`src/rtl/flash_pkg.sv`:
```
// Shared state encoding and parameter defaults for the flash burst reader.
package flash_pkg;

    typedef enum logic [1:0] {
        S_RESET  = 2'd0,
        S_IDLE   = 2'd1,
        S_ACCESS = 2'd2
    } state_t;

    localparam int DEF_DATA_BYTES   = 2;
    localparam int DEF_ADDR_W       = 21;
    localparam int DEF_WAIT_CYCLES  = 4;
    localparam int DEF_RESET_CYCLES = 500;
    localparam int DEF_LEN_W        = 4;

endpackage

```
`src/rtl/flash_access_timer.sv`:
```
// Per-byte access timer: counts 0..WAIT_CYCLES while run is high and strobes on
// the final count so the byte is sampled on the edge that closes the access.
module flash_access_timer
    import flash_pkg::*;
#(
    parameter int WAIT_CYCLES = DEF_WAIT_CYCLES
) (
    input  logic clk,
    input  logic rst_n,
    input  logic run,
    output logic strobe
);

    localparam int CW = (WAIT_CYCLES > 0) ? $clog2(WAIT_CYCLES + 1) : 1;
    localparam logic [CW-1:0] CNT_MAX = CW'(WAIT_CYCLES);

    logic [CW-1:0] cnt;

    assign strobe = run && (cnt == CNT_MAX);

    always_ff @(posedge clk or negedge rst_n) begin
        if (!rst_n) begin
            cnt <= '0;
        end else if (!run || strobe) begin
            cnt <= '0;
        end else begin
            cnt <= cnt + 1'b1;
        end
    end

endmodule

```
`src/rtl/flash_burst_reader.sv`:
```
// Burst reader for a byte-wide parallel NOR flash: fetches req_len+1 words of
// DATA_BYTES bytes each, packed little-endian, after a power-on flash reset hold.
module flash_burst_reader
    import flash_pkg::*;
#(
    parameter int DATA_BYTES   = DEF_DATA_BYTES,
    parameter int ADDR_W       = DEF_ADDR_W,
    parameter int WAIT_CYCLES  = DEF_WAIT_CYCLES,
    parameter int RESET_CYCLES = DEF_RESET_CYCLES,
    parameter int LEN_W        = DEF_LEN_W
) (
    input  logic                                    clk,
    input  logic                                    rst_n,
    input  logic                                    req_valid,
    output logic                                    req_ready,
    input  logic [ADDR_W-1:0]                       req_addr,
    input  logic [LEN_W-1:0]                        req_len,
    input  logic                                    abort,
    output logic                                    rd_valid,
    output logic [8*DATA_BYTES-1:0]                 rd_data,
    output logic                                    rd_last,
    output logic                                    busy,
    output logic [ADDR_W+$clog2(DATA_BYTES)-1:0]    flash_a,
    input  logic [7:0]                              flash_d,
    output logic                                    flash_we_n,
    output logic                                    flash_reset_n,
    output logic                                    flash_ce_n,
    output logic                                    flash_oe_n
);

    localparam int BI_W  = (DATA_BYTES > 1) ? $clog2(DATA_BYTES) : 1;
    localparam int RST_W = $clog2(RESET_CYCLES + 1);
    localparam logic [BI_W-1:0]  LAST_BYTE = BI_W'(DATA_BYTES - 1);
    localparam logic [RST_W-1:0] RST_LAST  = RST_W'(RESET_CYCLES - 1);

    state_t                  state;
    logic [RST_W-1:0]        rst_cnt;
    logic [ADDR_W-1:0]       word_addr;
    logic [BI_W-1:0]         byte_idx;
    logic [LEN_W-1:0]        remaining;
    logic [8*DATA_BYTES-1:0] word_buf;
    logic [8*DATA_BYTES-1:0] word_next;
    logic                    sample;

    flash_access_timer #(
        .WAIT_CYCLES(WAIT_CYCLES)
    ) u_timer (
        .clk   (clk),
        .rst_n (rst_n),
        .run   (state == S_ACCESS),
        .strobe(sample)
    );

    assign req_ready     = (state == S_IDLE);
    assign busy          = (state != S_IDLE);
    assign flash_reset_n = (state != S_RESET);
    assign flash_ce_n    = (state != S_ACCESS);
    assign flash_oe_n    = (state != S_ACCESS);
    assign flash_we_n    = 1'b1;

    generate
        if (DATA_BYTES > 1) begin : g_multi
            assign flash_a = {word_addr, byte_idx};
        end else begin : g_single
            logic unused_idx;
            assign unused_idx = ^byte_idx;
            assign flash_a    = word_addr;
        end
    endgenerate

    // Merge the byte on the bus into the partially assembled word.
    always_comb begin
        word_next = word_buf;
        word_next[8*byte_idx +: 8] = flash_d;
    end

    always_ff @(posedge clk or negedge rst_n) begin
        if (!rst_n) begin
            state     <= S_RESET;
            rst_cnt   <= '0;
            word_addr <= '0;
            byte_idx  <= '0;
            remaining <= '0;
            word_buf  <= '0;
            rd_data   <= '0;
            rd_valid  <= 1'b0;
            rd_last   <= 1'b0;
        end else begin
            rd_valid <= 1'b0;
            rd_last  <= 1'b0;
            case (state)
                S_RESET: begin
                    if (rst_cnt == RST_LAST) begin
                        state <= S_IDLE;
                    end else begin
                        rst_cnt <= rst_cnt + 1'b1;
                    end
                end
                S_IDLE: begin
                    if (req_valid) begin
                        word_addr <= req_addr;
                        remaining <= req_len;
                        byte_idx  <= '0;
                        state     <= S_ACCESS;
                    end
                end
                S_ACCESS: begin
                    // Abort beats a coincident final-byte sample.
                    if (abort) begin
                        state <= S_IDLE;
                    end else if (sample) begin
                        if (byte_idx == LAST_BYTE) begin
                            rd_data   <= word_next;
                            rd_valid  <= 1'b1;
                            byte_idx  <= '0;
                            word_addr <= word_addr + 1'b1;
                            if (remaining == '0) begin
                                rd_last <= 1'b1;
                                state   <= S_IDLE;
                            end else begin
                                remaining <= remaining - 1'b1;
                            end
                        end else begin
                            word_buf <= word_next;
                            byte_idx <= byte_idx + 1'b1;
                        end
                    end
                end
                default: state <= S_RESET;
            endcase
        end
    end

endmodule

```
`config.mk`:
```
export PLATFORM = sky130hd
export DESIGN_NAME = flash_burst_reader
export DESIGN_NICKNAME = d
export VERILOG_FILES = /design/src/rtl/flash_pkg.sv /design/src/rtl/flash_access_timer.sv /design/src/rtl/flash_burst_reader.sv
export SDC_FILE = /design/constraint.sdc
export NUM_CORES = 1
export LEC_CHECK = 0
export BUFFER_PORTS_ARGS = -buffer_cell sky130_fd_sc_hd__buf_2
export CAP_MARGIN = 5
export CORE_AREA = 4 4 84 86
export DETAILED_ROUTE_END_ITERATION = 12
export DIE_AREA = 0 0 88 90
export PLACE_DENSITY = 0.8
export SYNTH_ARGS = -nofsm -noshare
export SYNTH_HDL_FRONTEND = slang
export SYNTH_SLANG_ARGS = --single-unit
```
`constraint.sdc`:
```
create_clock -name clk -period 3.6 [get_ports clk]
set_input_delay 0 -clock clk [delete_from_list [all_inputs] [get_ports clk]]
set_output_delay 0 -clock clk [all_outputs]
set_load 0.005 [all_outputs]
```
== Yosys cells after proc, flatten, opt, wreduce, memory -nomap -nowiden ==
Cells that the tools add are included.
Word-level totals
  register bits after elaboration: 74
  bits of input ports: 37
  output and inout bits: 46
  logic and storage cells: 84
Operators by class
  $add $sub $neg: 6
  equal/unequal tests: 15
  shift-type cells: 2
  mux-type cells: 34
  bitwise gates (word level): 3
  reductions and logical operators: 14
Operator list (number)
  $mux 21: 4
  $pmux 21 s2: 1
  $neg 4->34: 1
  $shift 8x34->16 const A: 1
  $shiftx 8x34->16: 1
  $add 21x1->21 const B: 1
  $mux 4: 5
  $bwmux 16: 1
  $ne 2x2->1 const B: 7
  $mux 1: 13
  $mux 2: 6
  $reduce_and 4->1: 3
  $reduce_and 5->1: 2
  $add 9x1->9 const B: 1
  $eq 9x9->1 const B: 1
  $ne 3x3->1 const B: 3
  $pmux 4 s2: 1
  $pmux 2 s3: 1
  $reduce_and 6->1: 1
  $logic_not 4->1: 1
  $reduce_bool 2->1: 2
  $sub 4x1->4 const B: 1
  $add 3x1->3 const B: 1
  $eq 3x3->1 const B: 1
  12 further kinds: 14

== Depth between registers and ports, before layout ==
Gate-level depths: netlist of run 1.
  word-level depth: 6
  mapped depth: 8

== Hierarchy ==
A second synthesis of run 1 with hierarchy kept.
Second synthesis, totals
  cell total of the unflattened synthesis: 355
  area, all modules: 3299.4 sq um
Modules (own cells, without submodules)
  flash_burst_reader: instances 1, cells an instance 340, area an instance 3148.0 sq um, sequential area each 1576.5 sq um
  flash_access_timer: instances 1, cells an instance 15, area an instance 151.4 sq um, sequential area each 75.1 sq um

== Least setup slack after synthesis of run 1 ==
Ideal clock, no wire load.
  path kind: register to register
  from: register word_addr[0]
  to: register word_addr[18]
  arrival time: 1.828 ns
  required time: 3.531 ns
  slack: 1.703 ns
  cell stages (with the launch flop): 7
  buffers on the path: 1
  clock period less this slack: 1.897 ns
  cells stage by stage: dfrtp_1 ha_1 nand4_1 or4_1 buf_2 or4b_1 nand3b_1
On the way
  word-level cells in the longest chain between the ends: 5
Ends and longest elaborated chain
  from (decl): RTL line flash_burst_reader.sv:38  | logic [ADDR_W-1:0] word_addr;
  from (signal assigned): RTL line flash_burst_reader.sv:101  | word_addr <= req_addr;
  from (signal assigned): RTL line flash_burst_reader.sv:116  | word_addr <= word_addr + 1'b1;
  $add 21x1->21: RTL line flash_burst_reader.sv:116
  $mux 21: RTL line flash_burst_reader.sv:112  | if (byte_idx == LAST_BYTE) begin
  $mux 21: RTL line flash_burst_reader.sv:111  | end else if (sample) begin
  $mux 21: RTL line flash_burst_reader.sv:109  | if (abort) begin
  $pmux 21 s2: RTL line flash_burst_reader.sv:91  | case (state)
No other way between the ends. The select of a mux whose other input is x is not followed.
A chain may end at the register's enable or synchronous reset.

== Worst setup path in the final report of run 1 ==
  from: register u_timer.cnt[0]
  to: register rd_data[5]
On the way
  word-level cells in the longest chain between the ends: 3
Ends and longest elaborated chain
  from (decl): RTL line flash_access_timer.sv:17  | logic [CW-1:0] cnt;
  from (signal assigned): RTL line flash_access_timer.sv:27  | cnt <= cnt + 1'b1;
  $eq 3x3->1: RTL line flash_access_timer.sv:19  | assign strobe = run && (cnt == CNT_MAX);
  $logic_and 1x1->1: RTL line flash_access_timer.sv:19
  $reduce_and 4->1 (no line)
  to (signal assigned): RTL line flash_burst_reader.sv:113  | rd_data <= word_next;
  to (decl): RTL line flash_burst_reader.sv:20  | output logic [8*DATA_BYTES-1:0] rd_data,
No other way between the ends.

==> results.ini, run 1 <==
[cts]
ctsRootBufferMaster = clkbuf_8
clk_pin_slew_worst_paths_ps = 70
worstSkewPairLatency_ps = 340
cts_sinks = 66
cts_tree = yes
postCtsResizedCells = 0
numCtsBuffers = 9
clk_path_buf_depth = 2
cts.htree.levels = 3

[worst_setup_path]
start_kind = flop
worstPathArrival_ps = 2560
crit_start = u_timer.cnt[0]$_DFF_PN0_
timing.rr.end = rd_data[5]$_DFFE_PN0P_
critPathRequiredTime_ps = 3820
reg2regPathDepth = 5
critPathMaxFanout = 22
rrSetupSlack_ps = 1260
cp-endpoint = rd_data[5]$_DFFE_PN0P_
r2r_start = u_timer.cnt[0]$_DFF_PN0_
crit_path_end_kind = flop
critical_path_class = reg -> reg

[final_layout]
nFillCells = 496
multiInputGateArea_um2 = 1516
fin_cells = 494
antenna_cells = 0
register_area_um2 = 1652
drive_gt1_share_pct = 31.89
nets = 454
final_util_pct = 65.90
area_growth_pct = 22.99

[route]
wire_per_inst_um = 16.50
wl_um = 8151
vias_per_cell = 5.798
via_count = 2864
drc = 0
dr.pass1.iters = 4
antenna_left = 0
first_iter_violations = 243

[yosys]
synth_cell_types = 62
ys_seq_area_share_pct = 49.11
synth_fp_nets = 363
synth_area_um2 = 3363
synth_flop_cell = dfrtp_1
async_flop_share_pct = 100.0
synth_area_leaders = dfrtp_1 (49%), mux2_2 (7.7%), nor2_1 (3.0%)
yosysMostFrequentCell = dfrtp_1
synth.top_cell.area_share_pct = 49.11
synth_edf_count = 0
ys_ff_latch = 66
synthCells = 321
synth_commonest_cells = dfrtp_1 (66), nor2_1 (27), mux2_2 (23), nand2_1 (21), a21oi_1 (20)
yosys_warnings = 0
yosysTopAreaCell = dfrtp_1
synth.avg_cell_area_um2 = 10.48

[timing]
setup_viol = 0
tightest_slew_ps = 957.8
maxSlewViolCount = 0
fmax_mhz = 427.3
min_period_ps = 2340
rsz0062_at_grt = false
finClkSkew_ps = 8.833
hold_viol = 0
finalCritPeriodShare_pct = 65.01
slew-limit-headroom_pct = 36.15
setup_tns_ps = 0

[die]
core_um2 = 6277
dieArea_um2 = 7920
row_count = 29
die_w_um = 88
io_pins = 83
initial_core_util_pct = 53.58
die_h_um = 90

[placed_design]
place_inst = 458
dp.final_hpwl_um = 5507
port-buffer-count = 81
gp_congestion = 0.8051

[run_status]
outcome = completed

[global_route]
grt_max_degree = 42
antenna_found_initial = 0
grt_pass1_vias = 2828
grt_overflow = 0
grt_usage_pct = 21.30
grt_pass1_wl_um = 13470

[power_and_ir_drop]
peakVddDrop_v = 0.0002861
p_leak_nw = 2.091
power.density_nw_per_um2 = 355.6

[job]
maxCapViolCount = 0

[worst_hold_path]
hp-class = in -> reg
hp-start = req_valid

==> cell usage in the layout, fill, tap and decap left out, types with 5 or more instances in the layout <==
cell type,n
buf_2,81
dfrtp_1,66
nor2_1,27
mux2_2,23
nand2_1,21
a21oi_1,20
dlygate4sd3_1,20
o21ai_0,12
inv_1,10
nand3_1,10
clkbuf_8,9
nand4_1,8
and3_1,7
o22ai_1,6
a211oi_1,6
xnor2_1,5
ha_1,5
==> sequential cells by signal (all words and copies together), names as in the netlist <==
signal	count
word_addr	21
rd_data	16
rst_cnt	9
word_buf	8
remaining	4
u_timer.cnt	3
state	2
byte_idx	1
rd_last	1
rd_valid	1
==> layer usage <==
metal	track usage, %	vias up	wire (um)
li1	-	1363	-
met1	27.74	1395	3366
met2	35.30	93	4219
met3	3.291	13	438
met4	8.056	0	126
met5	0	-	0
==> worst max-delay path, stage by stage (launching register included) <==
cell and delay [ps]:
dfrtp_1 380, inv_1 80, ha_1 210, and3b_1 300
and3_1 830, mux2_2 420
==> report_power, final <==
group          switching [W]  leakage, nW  internal, W  total (W)
Combinational      0.0000307         1.09    0.0000346  0.0000653
Clock               0.000275        0.107     0.000389   0.000664
Sequential                 0        0.892     0.000741   0.000741
Total               0.000306         2.09      0.00117    0.00147
==> through the flow <==
step	hold WS, ps	setup WS (ps)	area, um2	total power [W]
floorplan	-295.6	1703	3363	0.0007664
global placement	86.49	1371	3726	0.0008038
detailed placement	90.40	1277	3726	0.0008042
CTS	3.716	1269	4136	0.001485
global route	10.83	1139	4136	0.001517
finish	3.797	1260	4136	0.001471
==> cells by family after synthesis <==
kind of cell | share of synthesized area (%)
flops | 49.11
simple gates | 15.59
other cells | 0.1115
xor+xnor | 1.823
compound gates | 16.67
mux | 8.966
buf+inv | 5.878
fa+ha+maj | 1.860
==> timing repair <==
action	in CTS	in global routing
endpoints found under the hold margin	58	0
hold buffers	20	0
buffers inserted	0	0
==> worst min-delay path by stage <==
stage,slack [ps],to,depth (start not counted)
CTS,4,state[0]$_DFFE_PN0P_,3
global route,10,state[0]$_DFFE_PN0P_,3
finish,4,state[0]$_DFFE_PN0P_,3
detailed placement,90,rd_data[15]$_DFFE_PN0P_,1
global placement,90,rd_data[15]$_DFFE_PN0P_,1
floorplan,-300,byte_idx$_DFFE_PN0P_,0
==> area by class of cell <==
type / count / share of cell area, %
clock buffers: 11 / 3.176
clock inverters: 5 / 1.906
inverters: 11 / 0.9982
multi-input cells: 221 / 36.66
flip-flops and latches: 66 / 39.93
well taps: 77 / 2.329
repair buffers: 103 / 15.00
Note: power is estimated with default switching activity, not from simulation.
==> run 2, diff against run 1 <==
--- a/config.mk
+++ b/config.mk
@@ -7,10 +7,10 @@
 export LEC_CHECK = 0
 export BUFFER_PORTS_ARGS = -buffer_cell sky130_fd_sc_hd__buf_2
 export CAP_MARGIN = 5
-export CORE_AREA = 4 4 84 86
+export CORE_AREA = 4 4 85 87
 export DETAILED_ROUTE_END_ITERATION = 12
-export DIE_AREA = 0 0 88 90
-export PLACE_DENSITY = 0.8
+export DIE_AREA = 0 0 89 91
+export PLACE_DENSITY = 0.78
 export SYNTH_ARGS = -nofsm -noshare
 export SYNTH_HDL_FRONTEND = slang
 export SYNTH_SLANG_ARGS = --single-unit
==> constraint.sdc (replaced) <==
create_clock -name clk -period 2.3 [get_ports clk]
set_input_delay 0 -clock clk [delete_from_list [all_inputs] [get_ports clk]]
set_output_delay 0 -clock clk [all_outputs]
set_load 0.005 [all_outputs]
==> run 2 against run 1 <==
Compared with the run above:
- the flow now finishes with violations (hold timing)
- final cell count increased by 2.0%
- hold slack worse by 3.9 ps
- setup slack got worse by 1000 ps
- routed wire length shrank 1.1%
- first-iteration DRC count down 32%
==> results.ini, run 2 (same netlist as run 1, synthesis figures left out) <==
[timing]
tightest_slew_ps = 711.3
min_period_ps = 2083
slew-limit-headroom_pct = 52.58
fmax_mhz = 480.1
finClkSkew_ps = 7.095
maxSlewViolCount = 0
setup_viol = 0
setup_tns_ps = 0
rsz0062_at_grt = false
hold_viol = 1
whs_ps = -0.08854
finalCritPeriodShare_pct = 90.55

[worst_setup_path]
path_cells = ha_1 > nand4_1 > or4_1 > or4b_1 > nand3b_1
slowest_delay_ps = 550
start_kind = flop
crit_path_end_kind = flop
critical-path-top-delay-family = simple AND/OR/NAND/NOR gates
critPathRequiredTime_ps = 2580
cp_num_buf_inv = 0
critical_path_class = reg -> reg
worstPathArrival_ps = 2360
crit_slowest_cell = or4_1
critPathMaxFanout = 6

[final_layout]
drive_gt1_share_pct = 33.49
nFillCells = 501
final_util_pct = 66.66
top_regs = word_addr x21, rd_data x16, rst_cnt x9
register_area_um2 = 1652
finish.instance_area_um2 = 4233
mostFrequentLayoutCells = buf_2 (81), dfrtp_1 (66), nor2_1 (27)
antenna_cells = 0
layout_commonest_cell = buf_2
regMostFlops = word_addr
nets = 464
largest_reg_flops = 21
area_growth_pct = 25.86
multiInputGateArea_um2 = 1516

[worst_hold_path]
hp-class = in -> reg

[route]
wl_um = 8064
top_layer = met4
wire_per_inst_um = 16.00
first_iter_violations = 166
wl_met3_um = 502
antenna_left = 0
drt-met1-wl_um = 3631
via_count = 2886
wl_met2_um = 3841
dr.pass1.iters = 5
drc = 0
vias_per_cell = 5.726

[power_and_ir_drop]
seqPwrFrac_pct = 50.3
pwr-share-clk_pct = 45.1
peakVddDrop_v = 0.0004301
p_leak_nw = 2.139
power_switching_w = 0.0005234
swShare_pct = 22.71
power.density_nw_per_um2 = 544.5
p_comb_share_pct = 4.6
internal_power_w = 0.001781

[die]
core_um2 = 6350
dieArea_um2 = 8099
initial_core_util_pct = 52.97
die_h_um = 91
io_pins = 83
row_count = 29
die_w_um = 89

[run_status]
violations = hold timing
outcome = finished, violations left

[global_route]
grt_pass1_vias = 2941
grt_usage_pct = 21.21
grt_overflow = 0
antenna_found_initial = 0
grt_max_degree = 37
grt_pass1_wl_um = 13650

[placed_design]
dp.final_hpwl_um = 5676
gp_congestion = 0.8795
placed_area_um2 = 3799
port-buffer-count = 81

[cts]
postCtsResizedCells = 0
cts_tree = yes
cts_sinks = 66
numCtsBuffers = 9
worstSkewPairLatency_ps = 350
cts.htree.levels = 3
clk_pin_slew_worst_paths_ps = 70
ctsRootBufferMaster = clkbuf_8
clk_path_buf_depth = 2

[job]
maxCapViolCount = 0

run 2: changes by cell type in the layout (fill, tap and decap cells not counted), sizes merged:
cell / delta
dlygate4sd3: +2
clkinvlp: +2
bufinv: -1
clkinv: -1
buf: +8
run 2: power by group through the flow:
stage | logic (W) | registers [W] | clock network [W]
2_1_floorplan | 0.0000169 | 0.00118 | 0
3_3_place_gp | 0.0000782 | 0.00118 | 0
3_5_place_dp | 0.0000789 | 0.00118 | 0
4_1_cts | 0.000108 | 0.00116 | 0.00105
5_1_grt | 0.000119 | 0.00116 | 0.00111
6_report | 0.000106 | 0.00116 | 0.00104
run 2: path summary, 6_finish.rpt:
| path | from | to | slack [ps] | cells past startpoint |
|---|---|---|---|---|
| worst max-delay path | word_addr[0]$_DFFE_PN0P_ | word_addr[18]$_DFFE_PN0P_ | 220 | 5 |
| worst min-delay path | abort | state[1]$_DFFE_PN0P_ | -0.09 | 4 |
| worst max register to register | word_addr[0]$_DFFE_PN0P_ | word_addr[18]$_DFFE_PN0P_ | 220 | 5 |
| worst min register to register | rst_cnt[6]$_DFFE_PN0P_ | rst_cnt[6]$_DFFE_PN0P_ | 470 | 1 |
| max in group asynchronous | rst_n | byte_idx$_DFFE_PN0P_ | 1410 | 3 |
| min in group asynchronous | rst_n | rd_data[15]$_DFFE_PN0P_ | 250 | 2 |
run 2: worst register-to-register path, stage by stage (launching register included):
cell      delay (ps)
dfrtp_1          430
ha_1             250
nand4_1          150
or4_1            550
or4b_1           520
nand3b_1         110
run 2: per-stage QoR:
step | total power [W] | setup slack, ps | hold slack [ps] | instances
2_1_floorplan | 0.001200 | 402.7 | -295.6 | 321
3_3_place_gp | 0.001260 | 365.0 | 92.16 | 466
3_5_place_dp | 0.001261 | 250.7 | 93.25 | 466
4_1_cts | 0.002316 | 237.7 | 0.5887 | 504
5_1_grt | 0.002387 | 72.04 | 12.91 | 504
6_report | 0.002305 | 217.3 | -0.08854 | 504
run 2: cell type report:
| class | instances | area share [%] |
|---|---|---|
| well taps | 77 | 2.276 |
| flip-flops and latches | 66 | 39.02 |
| multi-input cells | 221 | 35.83 |
| repair buffers | 113 | 16.85 |
| inverters | 11 | 0.9755 |
| clock buffers | 11 | 3.577 |
| clock inverters | 5 | 1.478 |
run 2: per-layer routing:
metal / up-vias / global-route usage [%]
li1: 1378 / -
met1: 1396 / 29.23
met2: 100 / 32.86
met3: 12 / 4.706
met4: 0 / 7.568
met5: - / 0
run 2: timing repair:
item / CTS / global route
setup buffers: 0 / 0
hold buffers: 22 / 0
endpoints found under the setup margin: 0 / 0
endpoints found under the hold margin: 59 / 0
==> run 3, diff against run 2 <==
--- a/config.mk
+++ b/config.mk
@@ -8,9 +8,10 @@
 export BUFFER_PORTS_ARGS = -buffer_cell sky130_fd_sc_hd__buf_2
 export CAP_MARGIN = 5
 export CORE_AREA = 4 4 85 87
+export CTS_CLUSTER_SIZE = 20
 export DETAILED_ROUTE_END_ITERATION = 12
 export DIE_AREA = 0 0 89 91
-export PLACE_DENSITY = 0.78
+export PLACE_DENSITY = 0.77
 export SYNTH_ARGS = -nofsm -noshare
 export SYNTH_HDL_FRONTEND = slang
 export SYNTH_SLANG_ARGS = --single-unit
==> run 3 against run 2 <==
Compared with the run above:
- the run now ends clean
- cell area down 0.92%
- largest cell class unchanged
- die area did not move
- count of clock-buffer cells in the layout unchanged
- register-to-register slack about the same
- setup slack better by 1.9 ps
- final cell count fell by 0.60%
==> results.ini, run 3 (same netlist as run 1, synthesis figures left out) <==
[worst_setup_path]
critPathRequiredTime_ps = 2570
cp-endpoint = word_addr[18]$_DFFE_PN0P_
worstPathArrival_ps = 2350
crit_start = word_addr[8]$_DFFE_PN0P_
crit_path_end_kind = flop
rrSetupSlack_ps = 220
start_kind = flop
r2r_start = word_addr[8]$_DFFE_PN0P_
reg2regPathDepth = 4
timing.rr.end = word_addr[18]$_DFFE_PN0P_
critical_path_class = reg -> reg
critPathMaxFanout = 9

[final_layout]
layout_commonest_cell = buf_2
drive_gt1_share_pct = 32.31
top_regs = word_addr x21, rd_data x16, rst_cnt x9
fin_cells = 501
largest_reg_flops = 21
mostFrequentLayoutCells = buf_2 (81), dfrtp_1 (66), nor2_1 (27)
nets = 461
area_growth_pct = 24.70
antenna_cells = 0
final_util_pct = 66.05
regMostFlops = word_addr

[placed_design]
dp.final_hpwl_um = 5563
port-buffer-count = 81
place_inst = 462
pre_cts_ws_ps = 131.1
gp_congestion = 0.8132

[die]
initial_core_util_pct = 52.97
die_h_um = 91
io_pins = 83
row_count = 29
core_um2 = 6350
die_w_um = 89
dieArea_um2 = 8099

[route]
vias_per_cell = 5.794
wl_um = 8187
antenna_left = 0
drc = 0
via_count = 2903
first_iter_violations = 182
dr.pass1.iters = 5
wire_per_inst_um = 16.34

[timing]
setup_viol = 0
whs_ps = 5.230
rsz0062_at_grt = false
layout_setup_ws_ps = 219.2
hold_viol = 0
setup_tns_ps = 0
slew-limit-headroom_pct = 44.21
fmax_mhz = 480.6
maxSlewViolCount = 0
finClkSkew_ps = 7.907
tightest_slew_ps = 836.9
min_period_ps = 2081
finalCritPeriodShare_pct = 90.47

[global_route]
grt_pass1_wl_um = 13610
grt_usage_pct = 21.15
antenna_found_initial = 0
grt_max_degree = 67
grt_pass1_vias = 2876
grt_overflow = 0

[cts]
worstSkewPairLatency_ps = 340
numCtsBuffers = 9
cts_sinks = 66
ctsRootBufferMaster = clkbuf_8
clk_pin_slew_worst_paths_ps = 70
clk_path_buf_depth = 2
postCtsSetupBuffers = 0
cts.htree.levels = 3
cts_tree = yes

[power_and_ir_drop]
p_leak_nw = 2.110
peakVddDrop_v = 0.0003581
power.density_nw_per_um2 = 525.2

[run_status]
outcome = completed

[worst_hold_path]
hp-class = in -> reg

[job]
maxCapViolCount = 0

[run 3: cell count changes in the layout (fill, tap and decap cells not counted), sizes merged]
cell         previous run  this run
dlygate4sd3            22        23
buf                    91        87
[run 3: repair_timing]
item                                   in CTS  in global routing
gates resized for setup                     0                  1
hold buffers                               23                  0
endpoints found under the hold margin      96                  0
setup endpoints to repair                   0                  5
[run 3: worst max-delay path, cell delays in order (launching register included)]
cell      delay (ps)
dfrtp_1          500
nand4_2          210
or4_1            690
or4b_1           520
nand3b_1         100
[run 3: how the worst min path moves through the flow]
| stage | to | slack, ps | cells after the start | from |
|---|---|---|---|---|
| 3_5_place_dp | word_addr[20]$_DFFE_PN0P_ | 240 | 3 | req_addr[20] |
| 5_1_grt | remaining[3]$_DFFE_PN0P_ | 20 | 4 | req_len[3] |
| 6_report | remaining[3]$_DFFE_PN0P_ | 5 | 4 | req_len[3] |
| 2_1_floorplan | byte_idx$_DFFE_PN0P_ | -300 | 0 | rst_n |
| 4_1_cts | remaining[3]$_DFFE_PN0P_ | 2 | 4 | req_len[3] |
| 3_3_place_gp | rd_data[8]$_DFFE_PN0P_ | 240 | 2 | rst_n |
[run 3: routing by layer]
| metal | global-route usage (%) | up-vias | part of all wire, % | wire [um] |
|---|---|---|---|---|
| met5 | 0 | - | 0 | 0 |
| met4 | 9.553 | 0 | 2.2 | 179 |
| met3 | 2.896 | 18 | 6.1 | 497 |
| met2 | 32.74 | 120 | 48 | 3953 |
| met1 | 29.38 | 1396 | 43 | 3556 |
| li1 | - | 1369 | - | - |
[run 3: cell type report]
cell class,instances,area [um2]
Clock inverter,5,55.05
Inverter,11,41.29
Tap cell,77,96.34
Timing Repair Buffer,110,693.2
Fill cell,533,2156
Multi-Input combinational cell,221,1525
Sequential cell,66,1652
Clock buffer,11,131.4
[run 3: per-stage QoR]
stage	cell area [um2]	power, W
finish	4194	0.002203
global route	4194	0.002277
CTS	4185	0.002220
detailed placement	3769	0.001259
global placement	3769	0.001258
floorplan	3363	0.001200
[run 3: power by group]
group / internal (W) / switching [W] / total, W
clock network: 0.000497 / 0.000440 / 0.000938
registers: 0.00116 / 0 / 0.00116
logic: 0.0000575 / 0.0000476 / 0.000105
total: 0.00172 / 0.000488 / 0.00220
